==> src/rtl/fft_frame_scaler_if.sv <==
// Avalon-ST complex-sample stream used on both sides of fft_frame_scaler.
//   DW : real/imag sample width (signed)
//   XW : exponent / applied-shift width (signed)
// Signals: valid, ready, error[1:0], sop, eop, re, im, expo.
// master drives the beat and reads ready; slave reads the beat and drives ready.
interface fft_frame_scaler_if #(
  parameter int DW = 12,
  parameter int XW = 6
);
  logic                 valid;
  logic                 ready;
  logic [1:0]           error;
  logic                 sop;
  logic                 eop;
  logic signed [DW-1:0] re;
  logic signed [DW-1:0] im;
  logic signed [XW-1:0] expo;

  modport master (output valid, error, sop, eop, re, im, expo, input ready);
  modport slave  (input valid, error, sop, eop, re, im, expo, output ready);
endinterface

==> src/rtl/fft_frame_scaler.sv <==
// Post-FFT block-floating-point renormaliser.
// Each accepted frame is scaled by 2^s, s = clamp(sink.expo + cfg_offset,
// -IN_W, OUT_W) latched at sop; negative shifts round half up, results
// saturate to OUT_W bits. Framing (sop/eop/length) is checked against
// FRAME_LEN and reported on source.error[1].
// Ports:
//   clk, reset  : clock, asynchronous active-high reset
//   cfg_offset  : signed exponent offset, sampled at sop
//   sink        : input stream (IN_W samples, EXP_W block exponent)
//   source      : output stream (OUT_W samples, EXP_W+1 applied shift)
//   sat_count   : saturated components in the last completed frame
//   frame_done  : pulse when an eop beat is accepted downstream
//   drop_count  : beats dropped outside a frame (saturating)
module fft_frame_scaler #(
  parameter int IN_W      = 12,
  parameter int OUT_W     = 16,
  parameter int EXP_W     = 6,
  parameter int FRAME_LEN = 512
) (
  input  logic                    clk,
  input  logic                    reset,
  input  logic signed [EXP_W-1:0] cfg_offset,
  fft_frame_scaler_if.slave       sink,
  fft_frame_scaler_if.master      source,
  output logic [15:0]             sat_count,
  output logic                    frame_done,
  output logic [15:0]             drop_count
);

  localparam int CNT_W = $clog2(FRAME_LEN);
  localparam int SW    = EXP_W + 1;
  localparam int WW    = IN_W + OUT_W + 1;
  localparam logic [CNT_W-1:0]     LAST  = CNT_W'(FRAME_LEN - 1);
  localparam logic signed [SW-1:0] S_MIN = SW'(-IN_W);
  localparam logic signed [SW-1:0] S_MAX = SW'(OUT_W);

  typedef enum logic {IDLE, IN_FRAME} state_t;

  // Full-precision scale: left shift, or round-half-up arithmetic right shift.
  function automatic logic signed [WW-1:0] f_scale(
    input logic signed [IN_W-1:0] x,
    input logic signed [SW-1:0]   s
  );
    logic signed [WW-1:0] xw;
    logic [SW-1:0]        sh;
    xw = WW'(x);
    if (!s[SW-1]) return xw <<< s;
    sh = -s;
    return (xw + (WW'(1) <<< (sh - SW'(1)))) >>> sh;
  endfunction

  // Returns {saturated, value}. In range iff all bits above the OUT_W sign bit
  // agree with it.
  function automatic logic [OUT_W:0] f_sat(input logic signed [WW-1:0] y);
    logic [WW-OUT_W:0] top;
    top = y[WW-1:OUT_W-1];
    if ((&top) || (~|top)) return {1'b0, y[OUT_W-1:0]};
    return {1'b1, y[WW-1], {(OUT_W-1){~y[WW-1]}}};
  endfunction

  state_t                r_state;
  logic [CNT_W-1:0]      r_cnt;
  logic signed [SW-1:0]  r_s;
  logic [15:0]           r_drop;

  logic                  r_v1, r_sop1, r_eop1;
  logic [1:0]            r_err1;
  logic signed [IN_W-1:0] r_re1, r_im1;
  logic signed [SW-1:0]  r_s1;

  logic                  r_o_valid, r_o_sop, r_o_eop;
  logic [1:0]            r_o_err;
  logic signed [OUT_W-1:0] r_o_re, r_o_im;
  logic signed [SW-1:0]  r_o_exp;

  logic [15:0]           r_acc, r_sat_count;

  logic                  w_en, w_uerr, w_done;
  logic signed [SW-1:0]  w_sum, w_s_new;
  logic signed [WW-1:0]  w_y_re, w_y_im;
  logic [OUT_W:0]        w_sr_re, w_sr_im;
  logic [1:0]            w_nsat;
  logic [16:0]           w_acc_sum;

  assign w_en   = ~r_o_valid | source.ready;
  assign w_uerr = |sink.error;
  assign w_done = r_o_valid & source.ready & r_o_eop;

  always_comb begin
    w_sum   = SW'(sink.expo) + SW'(cfg_offset);
    w_s_new = w_sum;
    if (w_sum < S_MIN)      w_s_new = S_MIN;
    else if (w_sum > S_MAX) w_s_new = S_MAX;
  end

  assign w_y_re  = f_scale(r_re1, r_s1);
  assign w_y_im  = f_scale(r_im1, r_s1);
  assign w_sr_re = f_sat(w_y_re);
  assign w_sr_im = f_sat(w_y_im);
  assign w_nsat  = (w_en & r_v1) ? ({1'b0, w_sr_re[OUT_W]} + {1'b0, w_sr_im[OUT_W]}) : 2'd0;
  assign w_acc_sum = {1'b0, r_acc} + {15'd0, w_nsat};

  // Framing FSM and stage 1. Beats that are not forwarded leave r_v1 low.
  always_ff @(posedge clk or posedge reset) begin
    if (reset) begin
      r_state <= IDLE;
      r_cnt   <= '0;
      r_s     <= '0;
      r_drop  <= '0;
      r_v1    <= 1'b0;
      r_sop1  <= 1'b0;
      r_eop1  <= 1'b0;
      r_err1  <= '0;
      r_re1   <= '0;
      r_im1   <= '0;
      r_s1    <= '0;
    end else if (w_en) begin
      r_v1 <= 1'b0;
      if (sink.valid) begin
        r_sop1 <= sink.sop;
        r_eop1 <= sink.eop;
        r_re1  <= sink.re;
        r_im1  <= sink.im;
        r_s1   <= r_s;
        r_err1 <= {1'b0, w_uerr};
        if (sink.sop) begin
          // sop always (re)starts a frame; inside a frame it is a framing error.
          r_v1    <= 1'b1;
          r_s     <= w_s_new;
          r_s1    <= w_s_new;
          r_cnt   <= CNT_W'(1);
          r_err1  <= {(r_state == IN_FRAME) | sink.eop, w_uerr};
          r_state <= sink.eop ? IDLE : IN_FRAME;
        end else if (r_state == IN_FRAME) begin
          r_v1 <= 1'b1;
          if (sink.eop) begin
            r_err1  <= {r_cnt != LAST, w_uerr};
            r_state <= IDLE;
          end else if (r_cnt == LAST) begin
            r_err1  <= {1'b1, w_uerr};
            r_eop1  <= 1'b1;
            r_state <= IDLE;
          end else begin
            r_cnt <= r_cnt + CNT_W'(1);
          end
        end else if (r_drop != '1) begin
          r_drop <= r_drop + 16'd1;
        end
      end
    end
  end

  // Stage 2: scaled, saturated output register. Held while stalled.
  always_ff @(posedge clk or posedge reset) begin
    if (reset) begin
      r_o_valid <= 1'b0;
      r_o_sop   <= 1'b0;
      r_o_eop   <= 1'b0;
      r_o_err   <= '0;
      r_o_re    <= '0;
      r_o_im    <= '0;
      r_o_exp   <= '0;
    end else if (w_en) begin
      r_o_valid <= r_v1;
      if (r_v1) begin
        r_o_sop <= r_sop1;
        r_o_eop <= r_eop1;
        r_o_err <= r_err1;
        r_o_re  <= w_sr_re[OUT_W-1:0];
        r_o_im  <= w_sr_im[OUT_W-1:0];
        r_o_exp <= r_s1;
      end
    end
  end

  // Saturations are counted as beats enter stage 2, so when the eop beat is
  // accepted the accumulator already holds the whole frame; a beat entering
  // stage 2 on that same edge seeds the next frame's count.
  always_ff @(posedge clk or posedge reset) begin
    if (reset) begin
      r_acc       <= '0;
      r_sat_count <= '0;
    end else if (w_done) begin
      r_sat_count <= r_acc;
      r_acc       <= {14'd0, w_nsat};
    end else if (w_acc_sum[16]) begin
      r_acc <= '1;
    end else begin
      r_acc <= w_acc_sum[15:0];
    end
  end

  assign sink.ready    = w_en;
  assign source.valid  = r_o_valid;
  assign source.sop    = r_o_sop;
  assign source.eop    = r_o_eop;
  assign source.error  = r_o_err;
  assign source.re     = r_o_re;
  assign source.im     = r_o_im;
  assign source.expo   = r_o_exp;
  assign sat_count     = r_sat_count;
  assign frame_done    = w_done;
  assign drop_count    = r_drop;

endmodule

==> src/flat_wrapper.sv <==
// flat-port wrapper written by rule: the top's interface ports become plain ports
module fft_frame_scaler_flat 
#(
  parameter int IN_W      = 12,
  parameter int OUT_W     = 16,
  parameter int EXP_W     = 6,
  parameter int FRAME_LEN = 512
)
  (clk, reset, cfg_offset, sat_count, frame_done, drop_count, sink_valid, sink_error, sink_sop, sink_eop, sink_re, sink_im, sink_expo, sink_ready, source_valid, source_error, source_sop, source_eop, source_re, source_im, source_expo, source_ready);
  fft_frame_scaler_if #(.DW(IN_W), .XW(EXP_W)) sink_i ();
  fft_frame_scaler_if #(.DW(OUT_W), .XW(EXP_W + 1)) source_i ();
  input  logic clk;
  input  logic reset;
  input  logic signed [EXP_W-1:0] cfg_offset;
  output logic [15:0] sat_count;
  output logic frame_done;
  output logic [15:0] drop_count;
  input wire logic [$bits(sink_i.valid)-1:0] sink_valid;
  input wire logic [$bits(sink_i.error)-1:0] sink_error;
  input wire logic [$bits(sink_i.sop)-1:0] sink_sop;
  input wire logic [$bits(sink_i.eop)-1:0] sink_eop;
  input wire logic [$bits(sink_i.re)-1:0] sink_re;
  input wire logic [$bits(sink_i.im)-1:0] sink_im;
  input wire logic [$bits(sink_i.expo)-1:0] sink_expo;
  output wire logic [$bits(sink_i.ready)-1:0] sink_ready;
  output wire logic [$bits(source_i.valid)-1:0] source_valid;
  output wire logic [$bits(source_i.error)-1:0] source_error;
  output wire logic [$bits(source_i.sop)-1:0] source_sop;
  output wire logic [$bits(source_i.eop)-1:0] source_eop;
  output wire logic [$bits(source_i.re)-1:0] source_re;
  output wire logic [$bits(source_i.im)-1:0] source_im;
  output wire logic [$bits(source_i.expo)-1:0] source_expo;
  input wire logic [$bits(source_i.ready)-1:0] source_ready;
  assign sink_i.valid = sink_valid;
  assign sink_i.error = sink_error;
  assign sink_i.sop = sink_sop;
  assign sink_i.eop = sink_eop;
  assign sink_i.re = sink_re;
  assign sink_i.im = sink_im;
  assign sink_i.expo = sink_expo;
  assign sink_ready = sink_i.ready;
  assign source_valid = source_i.valid;
  assign source_error = source_i.error;
  assign source_sop = source_i.sop;
  assign source_eop = source_i.eop;
  assign source_re = source_i.re;
  assign source_im = source_i.im;
  assign source_expo = source_i.expo;
  assign source_i.ready = source_ready;
  fft_frame_scaler #(.IN_W(IN_W), .OUT_W(OUT_W), .EXP_W(EXP_W), .FRAME_LEN(FRAME_LEN)) u_core (.clk(clk), .reset(reset), .cfg_offset(cfg_offset), .sink(sink_i), .source(source_i), .sat_count(sat_count), .frame_done(frame_done), .drop_count(drop_count));
endmodule
==> config.mk <==
export PLATFORM = sky130hd
export DESIGN_NAME = fft_frame_scaler_flat
export DESIGN_NICKNAME = d
export VERILOG_FILES = /design/src/rtl/fft_frame_scaler_if.sv /design/src/rtl/fft_frame_scaler.sv /design/src/flat_wrapper.sv
export SDC_FILE = /design/constraint.sdc
export NUM_CORES = 1
export LEC_CHECK = 0
export ABC_AREA = 1
export CAP_MARGIN = 40
export CORE_MARGIN = 2
export CORE_UTILIZATION = 25
export CTS_CLUSTER_SIZE = 12
export DETAILED_ROUTE_END_ITERATION = 12
export PLACE_DENSITY = 0.44
export REMOVE_ABC_BUFFERS = 1
export SYNTH_ARGS = -nofsm -noshare
export SYNTH_HDL_FRONTEND = slang
export SYNTH_SLANG_ARGS = --single-unit
==> constraint.sdc <==
create_clock -name clk -period 11 [get_ports clk]
set_input_delay 2.2 -clock clk [delete_from_list [all_inputs] [get_ports clk]]
set_output_delay 2.2 -clock clk [all_outputs]
set_load 0.02 [all_outputs]
==> impl_metrics.csv, run 1 <==
group,metric,value,unit
routing,wirelength,69.1,mm
timing,fin_crit_sh,87.5,%
timing,hold_viol_final,0,
routing,postRouteAntennaNets,0,
timing,setup_viol,0,
power_and_ir_drop,cellLeakagePower,9.65,nW
yosys,yosysSeqAreaShare,20.4,%
yosys,avgSynthCellArea,5.66,sq um
grt,grt_max_degree,76,
die,rows,95,
routing,wl_per_cell,17.6,microns
worst_setup_path,critical_path.endpoint_type,"flip-flop",
worst_setup_path,slowest_delay,590,ps
die,die_area,69900,sq um
placement,io_buffers,121,
grt,antenna_found_initial,0,
cts,cts_root_buf,"clkbuf_16",
cells_and_area,diodes,0,
worst_setup_path,crit_fanout,28,
cts,ctsHoldBuffers,0,
grt,grt_pass1_wl,108,mm
grt,overflow,0,
yosys,synth_seq_cells,138,
yosys,synthArstFlopShare,100,%
cts,htree_levels,4,
timing,hold_slack,481,ps
cts,clk-insertion-delay-late,470,ps
yosys,syn_inst,2996,
yosys,syn-cell-area,17000,sq um
placement,dp.cells,3887,
timing,slew_headroom,35.5,%
worst_setup_path,cpMaxStageDelayCell,"nor3_1",
timing,fin_tns_setup,0,ps
placement,finalWeightedCongestion,0.931,
timing,slew_viol_final,0,
cts,clock_sinks,138,
die,core_area,67200,sq um
die,boundaryPins,122,
cts,ctsResizeCount,0,
routing,viasPerCell,4.90,
yosys,ys.flop_type,"dfrtp_1",
yosys,ys_warn_count,0,
cells_and_area,area_growth,14.9,%
cells_and_area,final_cells,3919,
grt,grt_usage,19.8,%
yosys,yosysUniqueCellTypes,54,
cts,path_clk_slew,70,ps
power_and_ir_drop,power.density,220,nW/um^2
cts,cts_tree,"built",
timing,fmax,0.104,GHz
routing,firstDrtPassIters,5,
cells_and_area,final_area,19500,sq um
cells_and_area,final_cell_mix,"nand2_1 (1029), nand3_1 (402), inv_1 (312)",
routing,drtIter0Drc,1375,
yosys,synth_edf_count,0,
worst_setup_path,cpMostUsedCell,"nand2_1",
die,start_util,25.3,%
cts,clock_path_buffers,2,
worst_setup_path,crit_arrival,10030,ps
worst_setup_path,worstSetupPathType,"reg2reg",
routing,drcViolationCount,0,
placement,hpwl,55.3,mm
grt,grt_pass1_vias,18600,
cts,cts_buffers,17,
routing,vias,19200,
status,status,"finished clean",
cells_and_area,fillers,7757,
worst_setup_path,crit_path_start_kind,"flip-flop",
timing,skew,17.6,ps
timing,tightest_slew,963,ps
die,fp.dieH,264,microns
worst_setup_path,required,11400,ps
cells_and_area,layout_commonest_cell,"nand2_1",
power_and_ir_drop,peakVddDrop,0.103,mV
cells_and_area,nets,3130,
hold_path,hold_class,"reg2reg",
die,dieWidth,264,microns
timing,post-route-min-period,9630,ps
cts,postCtsSetupRepairBufs,0,
placement,postPlaceCellArea,18900,sq um
flow_run,cap_viol_max_count,0,
timing,grt_setup_unrepaired,"false",
cells_and_area,drive_gt1_share,6.34,%
==> cell type report <==
class	instances	area, sq um	area share [%]
well taps	873	1090	5.60
clock inverters	15	149	0.764
clock buffers	17	425	2.18
multi-input cells	2377	11600	59.3
repair buffers	158	1530	7.83
flip-flops and latches	138	3450	17.7
inverters	341	1280	6.59
==> cells in the mapped netlist (all sizes together), types with 2 or more instances <==
library cell | count | area share, %
o21bai | 2 | 0.15
or2 | 6 | 0.22
nor3 | 34 | 1.0
fa | 2 | 0.24
clkbuf | 66 | 1.5
a21oi | 129 | 3.8
o211ai | 23 | 1.0
o21ai | 264 | 7.8
o31ai | 3 | 0.13
clkinv | 5 | 0.11
nor2 | 242 | 6.3
o221ai | 4 | 0.21
ha | 51 | 3.8
a211oi | 2 | 0.088
a31oi | 9 | 0.33
mux2i | 12 | 0.71
o22ai | 4 | 0.15
and2 | 6 | 0.22
inv | 336 | 7.4
buf | 74 | 2.6
nand3b | 4 | 0.18
nand4 | 43 | 1.7
xnor2 | 6 | 0.31
nand2 | 1050 | 24
a22oi | 5 | 0.22
dfrtp | 138 | 20
xor2 | 26 | 1.3
nand3 | 434 | 14
o21a | 7 | 0.31
==> path summary, 6_finish.rpt <==
| path | slack, ps | end | cells after the start | startpoint |
|---|---|---|---|---|
| setup / recovery | 1370 | u_core.r_acc[13]$_DFF_PP0_ | 53 | u_core.r_s[5]$_DFFE_PP0P_ |
| hold / removal | 480 | u_core.source.re[1]$_DFFE_PP0P_ | 2 | u_core.source.re[1]$_DFFE_PP0P_ |
| setup reg to reg | 1370 | u_core.r_acc[13]$_DFF_PP0_ | 53 | u_core.r_s[5]$_DFFE_PP0P_ |
| hold reg to reg | 480 | u_core.source.re[1]$_DFFE_PP0P_ | 2 | u_core.source.re[1]$_DFFE_PP0P_ |
| max in group asynchronous | 7610 | u_core.r_s[0]$_DFFE_PP0P_ | 4 | reset |
| min in group asynchronous | 2250 | u_core.source.error[0]$_DFFE_PP0P_ | 2 | reset |
==> flip-flops by register name, summed over array words and instances, names as in the netlist <==
| signal | cells |
|---|---|
| u_core.drop_count | 16 |
| u_core.r_acc | 16 |
| u_core.sat_count | 16 |
| u_core.source.im | 16 |
| u_core.source.re | 16 |
| u_core.r_im1 | 12 |
| u_core.r_re1 | 12 |
| u_core.r_cnt | 9 |
| u_core.r_s | 7 |
| u_core.source.expo | 7 |
| u_core.r_err1 | 2 |
| u_core.source.error | 2 |
| u_core.r_eop1 | 1 |
| u_core.r_sop1 | 1 |
| u_core.r_state | 1 |
| u_core.r_v1 | 1 |
| u_core.source.eop | 1 |
| u_core.source.sop | 1 |
| u_core.source.valid | 1 |
==> report_power, final <==
part / leakage (nW) / switching [W] / internal (W)
Combinational: 7.62 / 0.00203 / 0.000907
Sequential: 1.75 / 0.000130 / 0.000655
Clock: 0.283 / 0.000278 / 0.000301
==> per-layer routing <==
metal	vias to the layer above	track usage (%)	share of wire (%)
met5	-	0	0
met4	0	5.30	1.7
met3	59	1.86	3.8
met2	457	33.0	47
met1	8868	27.2	48
li1	9822	-	-
==> through the flow <==
step,power [W],worst slack [ps],utilization (%)
floorplan,0.00265,-2590,-
CTS,0.00432,1410,29.0
finish,0.00430,1370,29.0
global placement,0.00374,1490,28.1
global route,0.00470,242,29.0
detailed placement,0.00371,1430,28.2
==> cell families after synthesis <==
family          count (synthesis)  synth area share, %
compound gates                458                 14.5
flops                         138                 20.4
buf+inv                       481                 11.6
mux                            12                0.708
xor+xnor                       32                 1.65
simple gates                 1822                 47.2
fa+ha+maj                      53                 4.00
==> worst max-delay path, delay by kind of cell, from the launching register on <==
kind / cells / cell delay, ps
DFF: 1 / 460
AOI/OAI and AO/OA: 2 / 230
adders and majority gates: 4 / 1210
and+or+nand+nor: 36 / 5970
buffers and inverters: 11 / 1650
(Power assumes the default switching activity.)
==> inputs of run 2 (changes only) <==
--- a/config.mk
+++ b/config.mk
@@ -7,12 +7,14 @@
 export LEC_CHECK = 0
 export ABC_AREA = 1
 export CAP_MARGIN = 40
+export CORE_ASPECT_RATIO = 0.75
 export CORE_MARGIN = 2
 export CORE_UTILIZATION = 25
 export CTS_CLUSTER_SIZE = 12
 export DETAILED_ROUTE_END_ITERATION = 12
 export PLACE_DENSITY = 0.44
 export REMOVE_ABC_BUFFERS = 1
+export SKIP_CTS_REPAIR_TIMING = 1
 export SYNTH_ARGS = -nofsm -noshare
 export SYNTH_HDL_FRONTEND = slang
 export SYNTH_SLANG_ARGS = --single-unit
==> run 2 against run 1 <==
  * Sequential power decreased by 1%
  * Core utilization increased by 0.13 points
  * Die area about the same
  * Design area increased by 0.21%
  * Power increased by 1.1%
  * Routed wire length increased by 1.6%
  * Clock skew increased by 18 ps
  * Largest cell class unchanged
  * First-iteration DRC count increased by 32%
  * Highest routed layer unchanged
  * Via count increased by 1.4%
  * Setup slack got worse by 150 ps
  * Clock power increased by 4.3%
  * Non-clock buffer count increased by 2
==> impl_metrics.csv, run 2 (synthesized netlist as in run 1, its figures left out) <==
group,metric,value,unit
worst_setup_path,crit_buf_inv,11,
cells_and_area,final_cell_mix,"nand2_1 (1029), nand3_1 (402), inv_1 (312)",
die,fp.dieH,230,microns
grt,grt_usage,19.9,%
worst_setup_path,crit_path_start_kind,"flip-flop",
cts,path_clk_slew,60,ps
worst_setup_path,timing.rr.start,"u_core.r_s[1]$_DFFE_PP0P_",
worst_setup_path,crit_arrival,10160,ps
timing,hold_viol_final,0,
grt,grt_pass1_wl,108,mm
cells_and_area,drive_gt1_share,6.36,%
timing,slew_viol_final,0,
grt,grt_max_degree,71,
routing,wirelength,70.1,mm
worst_setup_path,required,11380,ps
routing,postRouteAntennaNets,0,
die,start_util,25.3,%
timing,tightest_slew,909,ps
worst_setup_path,reg2regPathDepth,52,
timing,setup_viol,0,
flow_run,cap_viol_max_count,0,
worst_setup_path,cpMaxStageDelayCell,"dfrtp_1",
placement,hpwl,56.4,mm
cells_and_area,final_core_util,29.2,%
timing,fin_crit_sh,88.9,%
routing,drtIter0Drc,1812,
cts,cts_buffers,17,
power_and_ir_drop,pwr-share-seq,17.9,%
hold_path,hold_class,"reg2reg",
cts,cts_tree,"built",
cts,cts_root_buf,"clkbuf_16",
routing,drcViolationCount,0,
worst_setup_path,slowest_delay,380,ps
die,boundaryPins,122,
hold_path,min_from,"u_core.source.re[0]$_DFFE_PP0P_",
routing,firstDrtPassIters,5,
power_and_ir_drop,internal-power,0.00191,W
die,die_area,70000,sq um
routing,viasPerCell,4.95,
cts,clock_sinks,138,
grt,overflow,0,
power_and_ir_drop,pwr-share-comb,68.2,%
cts,htree_levels,4,
worst_setup_path,r2r-end,"u_core.r_acc[13]$_DFF_PP0_",
die,dieWidth,305,microns
power_and_ir_drop,p_sw_share,56.0,%
die,rows,82,
timing,slew_headroom,38.9,%
power_and_ir_drop,power.density,222,nW/um^2
cts,clk-insertion-delay-late,480,ps
timing,hold_slack,475,ps
worst_setup_path,critical_path.endpoint_type,"flip-flop",
cells_and_area,final_cells,3931,
power_and_ir_drop,power_switching,0.00243,W
timing,grt_setup_unrepaired,"false",
placement,io_buffers,121,
hold_path,holdPathStages,2,
power_and_ir_drop,cellLeakagePower,9.67,nW
hold_path,min_delay_worst_endpoint,"u_core.source.re[0]$_DFFE_PP0P_",
timing,fin_tns_setup,0,ps
power_and_ir_drop,peakVddDrop,0.117,mV
placement,dp.cells,3898,
status,status,"finished clean",
placement,finalWeightedCongestion,0.930,
worst_setup_path,cp_top_family,"simple AND/OR/NAND/NOR gates",
cells_and_area,fillers,7700,
cells_and_area,nets,3132,
timing,skew,35.4,ps
worst_setup_path,worstSetupPathType,"reg2reg",
grt,antenna_found_initial,3,
grt,grt_pass1_vias,17900,
cells_and_area,layout_commonest_cell,"nand2_1",
worst_setup_path,ff2ff_setup_slack,1220,ps
worst_setup_path,crit_fanout,29,
power_and_ir_drop,clkPwrFrac,13.9,%
timing,post-route-min-period,9780,ps
timing,fmax,0.102,GHz
cts,clock_path_buffers,2,
die,core_area,67000,sq um
routing,wl_per_cell,17.8,microns
routing,vias,19500,
cells_and_area,area_growth,15.1,%
worst_setup_path,cpMostUsedCell,"nand2_1",
worst_setup_path,worstSetupStartpoint,"u_core.r_s[1]$_DFFE_PP0P_",
[run 2: worst max path at each step]
stage / to / cells after the start
global route: u_core.r_acc[13]$_DFF_PP0_ / 49
CTS: u_core.r_acc[13]$_DFF_PP0_ / 54
global placement: u_core.r_acc[13]$_DFF_PP0_ / 54
floorplan: u_core.r_acc[13]$_DFF_PP0_ / 53
finish: u_core.r_acc[13]$_DFF_PP0_ / 52
detailed placement: u_core.r_acc[13]$_DFF_PP0_ / 54
[run 2: routing by layer]
metal	track usage (%)	share of wire, %
met1	31.8	54
met2	27.0	38
met3	3.76	7.2
met4	3.48	1.3
met5	0	0
[run 2: worst reg2reg max path: cells and delay by family, from the launching register on]
| family | cells | cell delay (ps) |
|---|---|---|
| AOI/OAI and AO/OA | 5 | 720 |
| adders and majority gates | 5 | 1460 |
| and+or+nand+nor | 31 | 5780 |
| DFF | 1 | 380 |
| buffers and inverters | 11 | 1370 |
[run 2: final cells by class]
class | instances | area, sq um | area share [%]
Timing Repair Buffer | 160 | 1530 | 7.85
Sequential cell | 138 | 3450 | 17.7
Clock buffer | 19 | 443 | 2.27
Multi-Input combinational cell | 2377 | 11600 | 59.2
Inverter | 341 | 1280 | 6.58
Clock inverter | 13 | 143 | 0.730
Antenna cell | 1 | 2.50 | 0.0128
Tap cell | 882 | 1100 | 5.65
[run 2: power groups by stage]
stage	clock (W)	sequential (W)	combinational, W
2_1_floorplan	0	0.000916	0.00174
3_3_place_gp	0	0.000788	0.00295
3_5_place_dp	0	0.000784	0.00292
4_1_cts	0.000622	0.000778	0.00293
5_1_grt	0.000640	0.000799	0.00328
6_report	0.000604	0.000777	0.00296
[run 2: per-stage QoR]
step / power (W) / instance area, sq um / setup WS (ps)
floorplan: 0.00265 / 16300 / -2590
global placement: 0.00374 / 18900 / 1350
detailed placement: 0.00370 / 18900 / 1190
CTS: 0.00433 / 19500 / 1150
global route: 0.00472 / 19500 / 210
finish: 0.00434 / 19500 / 1220
==> inputs of run 3 (changes only) <==
--- a/config.mk
+++ b/config.mk
@@ -10,6 +10,7 @@
 export CORE_ASPECT_RATIO = 0.75
 export CORE_MARGIN = 2
 export CORE_UTILIZATION = 25
+export CTS_BUF_LIST = sky130_fd_sc_hd__clkbuf_4 sky130_fd_sc_hd__clkbuf_8
 export CTS_CLUSTER_SIZE = 12
 export DETAILED_ROUTE_END_ITERATION = 12
 export PLACE_DENSITY = 0.44
==> run 3 against run 2 <==
  * Maximum frequency hardly changed
  * Sequential cell count unchanged
  * Sequential share of layout area rose by 0.17 points
  * Routed wire length shrank 0.30%
  * Core utilization is 0.28 points lower
  * Non-clock buffer count is the same
  * Largest power group unchanged
  * Combinational power about the same
  * Clock skew increased by 4.7 ps
  * Critical endpoint unchanged
  * Register-to-register slack about the same
==> impl_metrics.csv, run 3 (synthesized netlist as in run 1, its figures left out) <==
group,metric,value,unit
status,status,"finished clean",
cts,path_clk_slew,80,ps
worst_setup_path,path_depth,52,
worst_setup_path,cpMaxStageDelayCell,"dfrtp_1",
die,boundaryPins,122,
timing,slew_headroom,43.0,%
power_and_ir_drop,cellLeakagePower,9.58,nW
worst_setup_path,ff2ff_setup_slack,1230,ps
routing,drcViolationCount,0,
power_and_ir_drop,peakVddDrop,0.0986,mV
power_and_ir_drop,power.density,217,nW/um^2
cells_and_area,drive_gt1_share,6.40,%
cells_and_area,final_cell_mix,"nand2_1 (1029), nand3_1 (402), inv_1 (312)",
worst_setup_path,worstSetupStartpoint,"u_core.r_s[1]$_DFFE_PP0P_",
worst_setup_path,worstSetupPathType,"reg2reg",
power_and_ir_drop,pwr-share-seq,18.5,%
worst_setup_path,crit_fanout,29,
routing,wl_per_cell,17.8,microns
grt,antenna_found_initial,3,
timing,skew,40.1,ps
timing,setup_viol,0,
timing,hold_slack,480,ps
worst_setup_path,reg2regPathDepth,52,
grt,grt_pass1_vias,17900,
placement,dp.cells,3898,
timing,fmax,0.102,GHz
timing,slew_viol_final,0,
die,fp.dieH,230,microns
cts,clock_path_buffers,2,
grt,grt_max_degree,71,
worst_setup_path,crit_buf_inv,11,
timing,hold_viol_final,0,
routing,postRouteAntennaNets,0,
worst_setup_path,slowest_delay,390,ps
routing,drtIter0Drc,1885,
timing,tightest_slew,849,ps
timing,grt_setup_unrepaired,"false",
worst_setup_path,critical_path.endpoint_type,"flip-flop",
cts,clk-insertion-delay-late,520,ps
timing,post-route-min-period,9770,ps
placement,finalWeightedCongestion,0.930,
hold_path,hold_class,"reg2reg",
power_and_ir_drop,p_sw_share,57.5,%
cts,htree_levels,4,
grt,overflow,0,
cts,clock_sinks,138,
worst_setup_path,r2r-end,"u_core.r_acc[13]$_DFF_PP0_",
power_and_ir_drop,internal-power,0.00178,W
power_and_ir_drop,power_switching,0.00241,W
placement,hpwl,56.4,mm
grt,grt_pass1_wl,108,mm
placement,io_buffers,121,
worst_setup_path,timing.rr.start,"u_core.r_s[1]$_DFFE_PP0P_",
worst_setup_path,cp_top_family,"simple AND/OR/NAND/NOR gates",
power_and_ir_drop,clkPwrFrac,10.9,%
cells_and_area,final_cells,3931,
power_and_ir_drop,pwr-share-comb,70.6,%
die,rows,82,
routing,viasPerCell,4.95,
cells_and_area,layout_commonest_cell,"nand2_1",
worst_setup_path,crit_path_start_kind,"flip-flop",
cells_and_area,nets,3132,
cts,cts_tree,"built",
routing,firstDrtPassIters,5,
routing,wirelength,69.9,mm
flow_run,cap_viol_max_count,0,
die,dieWidth,305,microns
die,core_area,67000,sq um
die,die_area,70000,sq um
timing,fin_crit_sh,88.8,%
worst_setup_path,crit_path_end,"u_core.r_acc[13]$_DFF_PP0_",
worst_setup_path,crit_arrival,10200,ps
worst_setup_path,cpMostUsedCell,"nand2_1",
cts,cts_buffers,17,
worst_setup_path,required,11430,ps
grt,grt_usage,19.9,%
routing,vias,19500,
cells_and_area,area_growth,14.0,%
die,start_util,25.3,%
cts,cts_root_buf,"clkbuf_8",
-- run 3: power by group through the flow --
stage / combinational [W] / clock [W] / sequential (W)
floorplan: 0.00174 / 0 / 0.000916
global placement: 0.00295 / 0 / 0.000788
detailed placement: 0.00292 / 0 / 0.000784
CTS: 0.00293 / 0.000473 / 0.000777
global route: 0.00328 / 0.000490 / 0.000798
finish: 0.00296 / 0.000456 / 0.000776
-- run 3: cell type report --
cell class	count	area (sq um)
fill	7717	47700
multi-input combinational	2377	11600
sequential	138	3450
timing repair buffer	160	1530
inverter	341	1280
tap	882	1100
clock buffer	19	255
clock inverter	13	143
antenna	1	2.50
-- run 3: how the worst min path moves through the flow --
stage                                                 from                               end  cells after the start
final                      u_core.source.re[0]$_DFFE_PP0P_   u_core.source.re[0]$_DFFE_PP0P_                      2
after global routing       u_core.source.re[0]$_DFFE_PP0P_   u_core.source.re[0]$_DFFE_PP0P_                      2
after CTS                  u_core.source.re[0]$_DFFE_PP0P_   u_core.source.re[0]$_DFFE_PP0P_                      2
after detailed placement  u_core.source.re[14]$_DFFE_PP0P_  u_core.source.re[14]$_DFFE_PP0P_                      2
after global placement     u_core.source.re[5]$_DFFE_PP0P_   u_core.source.re[5]$_DFFE_PP0P_                      2
after floorplan                    u_core.r_v1$_DFFE_PP0N_   u_core.source.valid$_DFFE_PP0N_                      2
-- run 3: per-layer routing --
| metal | global-route usage, % | vias to the layer above | wire length, microns |
|---|---|---|---|
| met5 | 0 | - | 0 |
| met4 | 3.53 | 0 | 940 |
| met3 | 3.68 | 42 | 5100 |
| met2 | 27.0 | 591 | 26600 |
| met1 | 31.7 | 9001 | 37300 |
| li1 | - | 9829 | - |
-- run 3: metrics by stage --
step	instance area, sq um	total power [W]	worst slack, ps	utilization, %	setup TNS [ps]
after floorplan	16300	0.00265	-2590	-	-38280
after CTS	19300	0.00418	1140	28.9	0
after global routing	19300	0.00457	207	28.9	0
final	19300	0.00419	1230	28.9	0
after detailed placement	18900	0.00370	1190	28.3	0
after global placement	18900	0.00374	1350	28.2	0
-- run 3: tightest hold or removal path, stage by stage (launching register included) --
cell and delay (ps):
dfrtp_1 340, nand2_1 50, nand2_1 60
